## config.mk

```make
export PLATFORM = sky130hd
export DESIGN_NAME = program_loader
export DESIGN_NICKNAME = d
export VERILOG_FILES = /design/src/rtl/program_loader.sv
export SDC_FILE = /design/constraint.sdc
export NUM_CORES = 1
export LEC_CHECK = 0
export CORE_ASPECT_RATIO = 0.8
export CORE_UTILIZATION = 49
export DETAILED_ROUTE_END_ITERATION = 10
export GPL_TIMING_DRIVEN = 0
export PLACE_DENSITY_LB_ADDON = 0.2
export REMOVE_ABC_BUFFERS = 1
export SLEW_MARGIN = 20
export SYNTH_ARGS = -nofsm -noshare
export SYNTH_HDL_FRONTEND = slang
export SYNTH_SLANG_ARGS = --single-unit
```

## constraint.sdc

```tcl
create_clock -name clk -period 2 [get_ports clk]
set_clock_uncertainty 0.2 [all_clocks]
set_input_delay 0.2 -clock clk [delete_from_list [all_inputs] [get_ports clk]]
set_output_delay 0.2 -clock clk [all_outputs]
set_load 0.005 [all_outputs]
```

## src/rtl/program_loader.sv

```systemverilog
// Boot loader: holds the cpu in reset, writes a framed byte stream into memory, then releases the cpu.
// Optional checksum byte and error state enabled by defining CHECKSUM_EN.
module program_loader (
    input  logic       clk,
    input  logic       reset,
    input  logic       load,
    input  logic [7:0] rx_data,
    input  logic       rx_valid,
    output logic       rx_ready,
    input  logic [7:0] cpu_address,
    input  logic [7:0] cpu_to_memory,
    input  logic       cpu_write,
    output logic [7:0] mem_address,
    output logic [7:0] mem_to_memory,
    output logic       mem_write,
    output logic       cpu_reset,
    output logic       busy,
    output logic       done,
    output logic       error
);

    typedef enum logic [2:0] {
        IDLE     = 3'd0,
        GET_ADDR = 3'd1,
        GET_LEN  = 3'd2,
        GET_DATA = 3'd3,
        GET_SUM  = 3'd4,
        RELEASE  = 3'd5,
        ERR      = 3'd6
    } state_t;

`ifdef CHECKSUM_EN
    localparam state_t END_STATE = GET_SUM;
`else
    localparam state_t END_STATE = RELEASE;
`endif

    state_t     state_r, state_next_s;
    logic [7:0] ptr_r, cnt_r, sum_r;
    logic [7:0] wr_addr_r, wr_data_r;
    logic       wr_pend_r, cpu_reset_r, done_r, error_r;
    logic       xfer_s;
    logic [7:0] sum_chk_s;

    assign rx_ready  = (state_r == GET_ADDR) || (state_r == GET_LEN) ||
                       (state_r == GET_DATA) || (state_r == GET_SUM);
    assign busy      = rx_ready || (state_r == RELEASE);
    assign xfer_s    = rx_valid && rx_ready;
    assign sum_chk_s = sum_r + rx_data;
    assign cpu_reset = cpu_reset_r;
    assign done      = done_r;
    assign error     = error_r;

    // Next-state logic for the frame parser
    always_comb begin
        state_next_s = state_r;
        case (state_r)
            IDLE: begin
                if (load) state_next_s = GET_ADDR;
                else      state_next_s = IDLE;
            end
            GET_ADDR: begin
                if (xfer_s) state_next_s = GET_LEN;
                else        state_next_s = GET_ADDR;
            end
            GET_LEN: begin
                if (xfer_s) begin
                    if (rx_data == 8'd0) state_next_s = END_STATE;
                    else                 state_next_s = GET_DATA;
                end else begin
                    state_next_s = GET_LEN;
                end
            end
            GET_DATA: begin
                if (xfer_s && (cnt_r == 8'd1)) state_next_s = END_STATE;
                else                           state_next_s = GET_DATA;
            end
`ifdef CHECKSUM_EN
            GET_SUM: begin
                if (xfer_s) begin
                    if (sum_chk_s == 8'd0) state_next_s = RELEASE;
                    else                   state_next_s = ERR;
                end else begin
                    state_next_s = GET_SUM;
                end
            end
            ERR: begin
                if (load) state_next_s = GET_ADDR;
                else      state_next_s = ERR;
            end
`endif
            RELEASE: state_next_s = IDLE;
            default: state_next_s = IDLE;
        endcase
    end

    // Memory port mux: cpu pass-through when idle, loader write register otherwise
    always_comb begin
        mem_address   = wr_addr_r;
        mem_to_memory = wr_data_r;
        mem_write     = 1'b0;
        if (state_r == IDLE) begin
            mem_address   = cpu_address;
            mem_to_memory = cpu_to_memory;
            mem_write     = cpu_write;
        end else if (state_r == ERR) begin
            mem_write     = 1'b0;
        end else begin
            mem_write     = wr_pend_r;
        end
    end

    // State, datapath and registered status outputs
    always_ff @(posedge clk) begin
        if (reset) begin
            state_r     <= IDLE;
            ptr_r       <= 8'd0;
            cnt_r       <= 8'd0;
            sum_r       <= 8'd0;
            wr_addr_r   <= 8'd0;
            wr_data_r   <= 8'd0;
            wr_pend_r   <= 1'b0;
            cpu_reset_r <= 1'b1;
            done_r      <= 1'b0;
            error_r     <= 1'b0;
        end else begin
            state_r     <= state_next_s;
            cpu_reset_r <= (state_next_s != IDLE);
            done_r      <= (state_r == RELEASE);
`ifdef CHECKSUM_EN
            error_r     <= (state_next_s == ERR);
`else
            error_r     <= 1'b0;
`endif
            wr_pend_r   <= xfer_s && (state_r == GET_DATA);
            if (xfer_s) begin
                case (state_r)
                    GET_ADDR: begin
                        ptr_r <= rx_data;
                        sum_r <= rx_data;
                    end
                    GET_LEN: begin
                        cnt_r <= rx_data;
                        sum_r <= sum_chk_s;
                    end
                    GET_DATA: begin
                        wr_addr_r <= ptr_r;
                        wr_data_r <= rx_data;
                        ptr_r     <= ptr_r + 8'd1;
                        cnt_r     <= cnt_r - 8'd1;
                        sum_r     <= sum_chk_s;
                    end
                    default: begin
                        sum_r <= sum_r;
                    end
                endcase
            end
        end
    end

endmodule

```

Word level (Yosys, flattened, before mapping):

Cells that the tools add are included.

* register bits after elaboration: 38
* bits in latches: 0
* RAM bits: 0
* memory bits (read-only): 0
* output and inout bits: 22
* word-level logic and storage cells: 44
* memories: 0

* $add $sub $neg: 2
* multipliers: 0
* divide/modulo/power cells: 0
* order comparisons: 0
* equal/unequal tests: 7
* shifts and indexed selects: 0
* multiplexer cells: 12
* bitwise gates (word level): 0
* reduce and logical (&&, ||, !) cells: 15

Operator list (count)
* case mux 8 bit (2 select lines): 2
* 2-to-1 mux 8 bit: 2
* case mux 3 bit (4 select lines): 1
* == test 3 bit (second input constant): 3
* 2-to-1 mux 3 bit: 3
* adder 8 x 1 -> 8 bit (second input constant): 1
* == test 8 x 1 -> 1 bit (second input constant): 1
* zero test 8 bit: 1
* subtractor 8 x 1 -> 8 bit (second input constant): 1
* == test 3 x 2 -> 1 bit (second input constant): 2
* AND reduction 2 bit: 3
* logical OR 1 bit: 4
* nonzero test 2 bit: 2
* == test 3 x 1 -> 1 bit (second input constant): 1
* logical AND 1 bit: 3
* zero test 3 bit: 1
* 2-to-1 mux 1 bit: 3
* nonzero test 3 bit: 1
* 2-to-1 mux 2 bit: 1

Logic depth before layout (Yosys ltp):

Gate-level depths: netlist (run 1).

* depth in word-level cells: 9
* gate-level depth with buffers: 7
* gate-level depth less buffers: 6

Worst setup path before layout (run 1):

OpenSTA, ideal clock, no wires.

* path type: reg2out
* start point: register state_r[1]
* end point: output mem_address[0]
* arrival time: 1.336 ns
* data required time: 1.600 ns
* slack: 0.264 ns
* cell stages (with the launch flop): 5
* cells stage by stage: dfxtp_1 -> buf_6 -> nor3_4 -> buf_4 -> mux2_2

* longest elaborated chain between the ends: 2

Ends and longest elaborated chain
* start: declaration: RTL line 38 `state_t state_r, state_next_s;`
* start signal: assignment: RTL line 127 `state_r <= state_next_s;`
* zero test 3 bit: RTL line 102 `if (state_r == IDLE) begin`
* 2-to-1 mux 8 bit: RTL line 102
* end: declaration: RTL line 13 `output logic [7:0] mem_address,`

Every way passes these cells.

Final worst setup path (run 1):

* start point: register state_r[1]
* end point: output mem_to_memory[3]

* longest elaborated chain between the ends: 2

Ends and longest elaborated chain
* zero test 3 bit: RTL line 102
* 2-to-1 mux 8 bit: RTL line 102
* end: declaration: RTL line 14 `output logic [7:0] mem_to_memory,`

Every way passes these cells.

==> results of run 1 <==
-- final cells by class --
class	instances	share of cell area [%]
Clock buffer	7	2.75
Inverter	4	0.541
Multi-Input combinational cell	195	46.3
Sequential cell	38	27.8
Tap cell	55	2.48
Timing Repair Buffer	58	20.1
-- layer usage --
layer / share of wire [%] / vias to the layer above / routed length (um)
li1: - / 1000 / -
met2: 46 / 105 / 2680
met4: 1.3 / 0 / 76
met3: 8.3 / 9 / 479
met1: 44 / 988 / 2570
met5: 0 / - / 0
-- logic make-up after synthesis --
group,share of synthesized area [%]
buffers and inverters,6.19
adders and majority gates,1.79
other,0.179
DFF,36.2
AOI/OAI and AO/OA,20.5
muxes,10.0
and+or+nand+nor,25.1
-- metrics by stage --
stage               instances  cell area [um2]  setup TNS (ns)  total power [mW]
floorplan                 236             1990               0              1.02
global placement          340             2540          -20.27              1.22
detailed placement        340             2540          -20.66              1.23
CTS                       359             2790          -0.738              1.82
global route              357             2780           -1.29              1.89
finish                    357             2780          -0.431              1.81
-- state kept, by name (all words and copies together), names as in the netlist --
name / count
cnt_r: 8
cpu_reset: 1
done: 1
ptr_r: 8
state_r: 3
wr_addr_r: 8
wr_data_r: 8
wr_pend_r: 1
-- power by group --
group	internal [mW]	switching [mW]	leakage, nW
Combinational	0.284	0.221	0.704
Sequential	0.780	0.0252	0.310
Clock	0.240	0.263	0.0383
Total	1.30	0.509	1.05
-- layout by cell type, fill, tap and decap left out, types with 4 or more instances in the layout --
| cell type | instances |
|---|---|
| nand2_1 | 51 |
| dfxtp_1 | 35 |
| a21oi_1 | 31 |
| clkdlybuf4s50_1 | 29 |
| mux2_4 | 14 |
| o21ai_0 | 13 |
| buf_6 | 10 |
| nand3b_1 | 6 |
| nor2_1 | 5 |
| nor3b_1 | 5 |
| clkbuf_8 | 5 |
| clkbuf_2 | 5 |
| buf_4 | 5 |
| mux2_2 | 4 |
| inv_1 | 4 |
| o21ai_1 | 4 |
| nand3_1 | 4 |
| and3_1 | 4 |
| buf_2 | 4 |
-- critical path, stage by stage (launching register included) --
cell and delay (ns):
dfxtp_4 0.37, nor3_4 0.27, buf_6 0.17, buf_16 0.12
mux2_2 0.32, buf_2 0.12
-- how the worst min path moves through the flow --
stage                   end  depth (start not counted)         start
6_report           cnt_r[2]                          2         reset
5_1_grt        wr_data_r[5]                          2  wr_data_r[5]
4_1_cts            cnt_r[2]                          2         reset
3_5_place_dp   wr_data_r[7]                          2  wr_data_r[7]
3_3_place_gp   wr_data_r[5]                          2  wr_data_r[5]
2_1_floorplan      ptr_r[7]                          1         reset
-- what timing repair did --
item	in CTS	in global routing
gates cloned	3	0
endpoints found under the setup margin	54	24
setup buffers	9	2
gates resized for setup	82	20
pin swaps	1	2
hold buffers	0	0
==> summary.md, run 1 <==
| Metric | Value |
|---|---|
| Residual DRC | `0` |
| N_diodes | `0` |
| Fillers | `350` |
| Gr busiest metal | `met2` |
| TritonCTS Buffers | `5` |
| Max-slew violations | `0` |
| Met1 usage | `35.9%` |
| Synth async-reset ratio | `0%` |
| Met3 usage | `6.31%` |
| Multi-input logic area | `roughly 0.0013 mm2` |
| Share of the core filled with cells | `70.2%` |
| Routed Antenna Nets | `0` |
| Setup slack after layout | `-0.0528 ns` |
| Worst skew pair latency | `0.29 ns` |
| Reg2reg setup slack | `0.10 ns` |
| Max clock buf depth | `2` |
| # port buffers | `49` |
| Top_reg_cell synth | `dfxtp_1` |
| RSZ-0062 raised after global routing | `yes` |
| Vias per Instance | `5.89` |
| Synth-to-Final Area Change | `32.2%` |
| Crit end category | `output pin` |
| Initial core utilization | `a little over half` |
| First-pass GRT wire length | `9.05 mm` |
| Vias in the first global route | `roughly 1,900` |
| CP endpoint | `mem_to_memory[3]` |
| Sink Count | `38` |
| Worst-path clk slew | `0.07 ns` |
| YS warnings | `0` |
| Total Routing Usage GR | `approximately 27%` |
| Post-placement setup slack | `-0.647 ns` |
| Layout cell share with drive strength beyond 1 | `20.5%` |
| Crit Path Class | `flop to output pin` |
| Top-count cell post-synth | `nand2_1` |
| Initial DRT Pass Iterations | `5` |
| DRT Wirelength | `5.80 mm` |
| Hold Path Class | `input port to flop` |
| Worst path arrival time | `1.65 ns` |
| Die ar. | `about 0.0046 mm2` |
| Worst reg-to-reg path cell count | `5` |
| Vias | `2,102` |
| Max-Cap Viols | `0` |
| Syn Area/Cell | `around 8.2 um2` |
| Crit. Startpoint | `state_r[1]` |
| Core Region | `0.00395 mm2` |
| Lkg Pwr | `1.05 nW` |
| H-tree depth | `2` |
| Top post-synthesis cells by count | `nand2_1 (51), dfxtp_1 (38), a21oi_1 (31), mux2_2 (16), o21ai_0 (15)` |
| R2R Path End | `cnt_r[2]` |
| Maximum VDD drop | `0.000463 V` |
| Worst EP required | `1.60 ns` |
| Status | `complete, but fails checks` |
| Die X | `75.2 um` |
| Failing checks | `negative setup slack` |
| Sequential cell area fraction in the yosys report | `36.2%` |
| Gpl congestion | `~0.8` |
| # setup viols final | `14` |
| Hold Vio Cnt, Final | `0` |
| Hold Slack | `approximately 0.23 ns` |
| Crit path time final | `2.05 ns` |
| CTS tree | `built` |
| HPWL Detailed | `3.42 mm` |
| Crit path launch type | `flop` |
| Fmax achieved | `487 MHz` |
| DR WL/cell | `16.3 um` |
| Leading area contributor after synthesis | `dfxtp_1` |
| Initial DRC count | `between 100 and 150` |
| Post-Synthesis Cells | `256` |
| Rows | `20` |
| Synth top area share | `36.2%` |
| I/O Pins | `51` |
| Grt met2 use | `between 40% and 50%` |
| Nets@finish | `334` |
| Period utilization | `103%` |
| Post-synth cell types | `47` |
| Largest net degree at the start of global routing | `37` |
| CTS Root Cell | `clkbuf_8` |
| EDFF count, synth | `0` |
| Worst Tran Pin Value | `0.662 ns` |
| Mapped cell area | `0.00210 mm2` |
| Pwr Density | `653 mW/mm2` |
| Reg area | `772 um2` |
| Synth area leaders | `dfxtp_1 (36%), nand2_1 (9.1%), mux2_2 (8.6%)` |
| CP max FO | `4` |
| #FFs+latches synth | `38` |
| Antenna violations before repair | `0` |
| Grt total ovfl | `0` |
| Die height | `60.6 um` |
| Reg2reg start | `state_r[2]` |
| Slew HR | `55.9%` |
Note: power is estimated with default switching activity, not from simulation.
==> run 2, diff against run 1 <==
- CELL_PAD_IN_SITES_DETAIL_PLACEMENT: default -> 0
- CELL_PAD_IN_SITES_GLOBAL_PLACEMENT: default -> 1
- CORE_UTILIZATION: 49 -> 36
==> run 2 against run 1 <==
- setup slack got worse by 0.034 ns
- the flow still finishes with violations (negative setup slack)
- design area rose by 9.0%
- die area rose by 35%
- wire length rose by 1.9%
- largest power group is now clock
- highest routed layer unchanged
- critical path type unchanged
==> summary.md, run 2 (synthesis gave the netlist of run 1 again) <==
| Metric | Value |
|---|---|
| Nets@finish | `343` |
| CTS tree | `built` |
| Max-Cap Viols | `0` |
| Hold Vio Cnt, Final | `0` |
| Residual DRC | `0` |
| I/O Pins | `51` |
| CP max FO | `6` |
| Largest net degree at the start of global routing | `37` |
| Synth-to-Final Area Change | `44.0%` |
| N_diodes | `0` |
| Die X | `just under 90 um` |
| Worst skew pair latency | `0.30 ns` |
| Grt total ovfl | `0` |
| Critical path, cell by cell | `nor3_4 > buf_6 > buf_16 > buf_8 > buf_12 > mux2_4 > buf_6` |
| Placed insts | `~360` |
| Initial DRC count | `74` |
| Crit-path max cell delay | `0.36 ns` |
| Placed inst area | `0.00257 mm2` |
| Flop pwr share | `a little over a third` |
| Gpl congestion | `0.800` |
| Maximum VDD drop | `around 0.00045 V` |
| Worst EP required | `1.60 ns` |
| Rows | `24` |
| Crit path time final | `about 2.1 ns` |
| CTS Root Cell | `clkbuf_8` |
| Vias per Instance | `5.29` |
| Most used cell, CP | `buf_6` |
| Initial DRT Pass Iterations | `4` |
| HPWL Detailed | `3.41 mm` |
| Non-Filler Instances | `390` |
| Post-route cell area | `between 0.003 and 0.004 mm2` |
| DRT Wirelength | `about 6 mm` |
| Switching power | `544 uW` |
| Worst path arrival time | `1.69 ns` |
| Vias in the first global route | `1,878` |
| Crit end category | `output pin` |
| Crit path launch type | `flop` |
| Die ar. | `0.00615 mm2` |
| Fmax achieved | `479 MHz` |
| Max clock buf depth | `2` |
| Routed Antenna Nets | `0` |
| Worst Tran Pin Value | `0.708 ns` |
| Share of the core filled with cells | `54.8%` |
| Lkg Pwr | `1.15 nW` |
| # setup viols final | `7` |
| Die height | `70.3 um` |
| Antenna violations before repair | `0` |
| Initial core utilization | `38.0%` |
| Period utilization | `104%` |
| # port buffers | `just under 50` |
| Sink Count | `38` |
| Commonest non-fill, non-tap cell in the layout | `nand2_1` |
| Pwr Density | `732 mW/mm2` |
| Max-slew violations | `0` |
| Clk pwr share | `36.8%` |
| Layout cell share with drive strength beyond 1 | `25.3%` |
| TritonCTS Buffers | `5` |
| Setup slack after layout | `-0.0869 ns` |
| Comb pwr share | `26.9%` |
| Failing checks | `negative setup slack` |
| RSZ-0062 raised after global routing | `yes` |
| Critical-path top delay cell | `dfxtp_4` |
| Core Region | `0.00553 mm2` |
| Sw frac | `roughly 25%` |
| Pint | `1.67 mW` |
| Hold Slack | `0.248 ns` |
| Most frequent cells in the layout | `nand2_1 (51), dfxtp_1 (35), a21oi_1 (30)` |
| Hold Path Class | `input port to flop` |
| Status | `complete, but fails checks` |
| DR WL/cell | `15.2 um` |
| Fillers | `between 500 and 600` |
| H-tree depth | `2` |
| Crit Path Class | `flop to output pin` |
| Total Routing Usage GR | `20.4%` |
| First-pass GRT wire length | `9.52 mm` |
| Vias | `2,062` |
| Slew HR | `52.8%` |
| Worst-path clk slew | `0.07 ns` |
-- run 2: power by group through the flow --
stage / clock network, mW / registers [mW] / logic [mW]
after floorplan: 0 / 0.826 / 0.189
after global placement: 0 / 0.837 / 0.392
after detailed placement: 0 / 0.837 / 0.390
after CTS: 0.838 / 0.804 / 0.629
after global routing: 0.869 / 0.809 / 0.641
final: 0.816 / 0.804 / 0.595
-- run 2: worst paths after layout --
check	depth (start not counted)	endpoint	slack [ns]	from
min reg2reg	2	wr_data_r[0]	0.26	wr_data_r[0]
min	2	cnt_r[2]	0.25	reset
max	7	mem_address[2]	-0.09	state_r[1]
max reg2reg	8	state_r[2]	0.11	state_r[0]
-- run 2: stage by stage --
step           setup WS, ns  TNS, ns  power (mW)
2_1_floorplan        0.0857        0        1.02
3_3_place_gp         -0.668   -25.10        1.23
3_5_place_dp         -0.615   -21.28        1.23
4_1_cts              -0.124   -0.576        2.27
5_1_grt              -0.148   -0.842        2.32
6_report            -0.0869   -0.184        2.22
-- run 2: layout make-up --
class	instances	area, um2	share of cell area, %
clock buffers	6	82.6	2.73
clock inverters	2	60.1	1.99
inverters	4	15.0	0.496
multi-input cells	195	1300	43.0
flip-flops and latches	38	772	25.5
well taps	78	97.6	3.23
repair buffers	67	698	23.1
-- run 2: routing by layer --
metal  wire, um  vias to the layer above  part of all wire, %  global-route usage [%]
met1       2830                      964                   48                    28.7
met4         89                        0                  1.5                    5.46
met2       2600                       66                   44                    30.0
li1           -                     1021                    -                       -
met5          0                        -                    0                       0
met3        396                       11                  6.7                    6.26
-- run 2: critical path, delay by kind of cell, from the launching register on --
family                 cells  cell delay [ns]
AND/OR/NAND/NOR            1             0.18
buffers and inverters      5             0.57
multiplexers               1             0.29
flip-flops                 1             0.36
-- run 2: what timing repair did --
| item | 4_1_cts | 5_1_grt |
|---|---|---|
| hold buffers | 0 | 0 |
| cloned | 3 | 0 |
| setup endpoints to repair | 55 | 27 |
| pin swaps | 1 | 3 |
| setup buffers | 18 | 2 |
| resized for setup | 120 | 8 |
| hold endpoints to repair | 0 | 0 |
==> run 3, diff against run 2 <==
- ABC_CLOCK_PERIOD_IN_PS: default -> 2000
- CELL_PAD_IN_SITES_DETAIL_PLACEMENT: 0 -> default
- CELL_PAD_IN_SITES_GLOBAL_PLACEMENT: 1 -> default
- CORE_UTILIZATION: 36 -> 49
==> results of run 3 <==
Same layout as run 1: the final DEF is identical, and so are final timing and power.
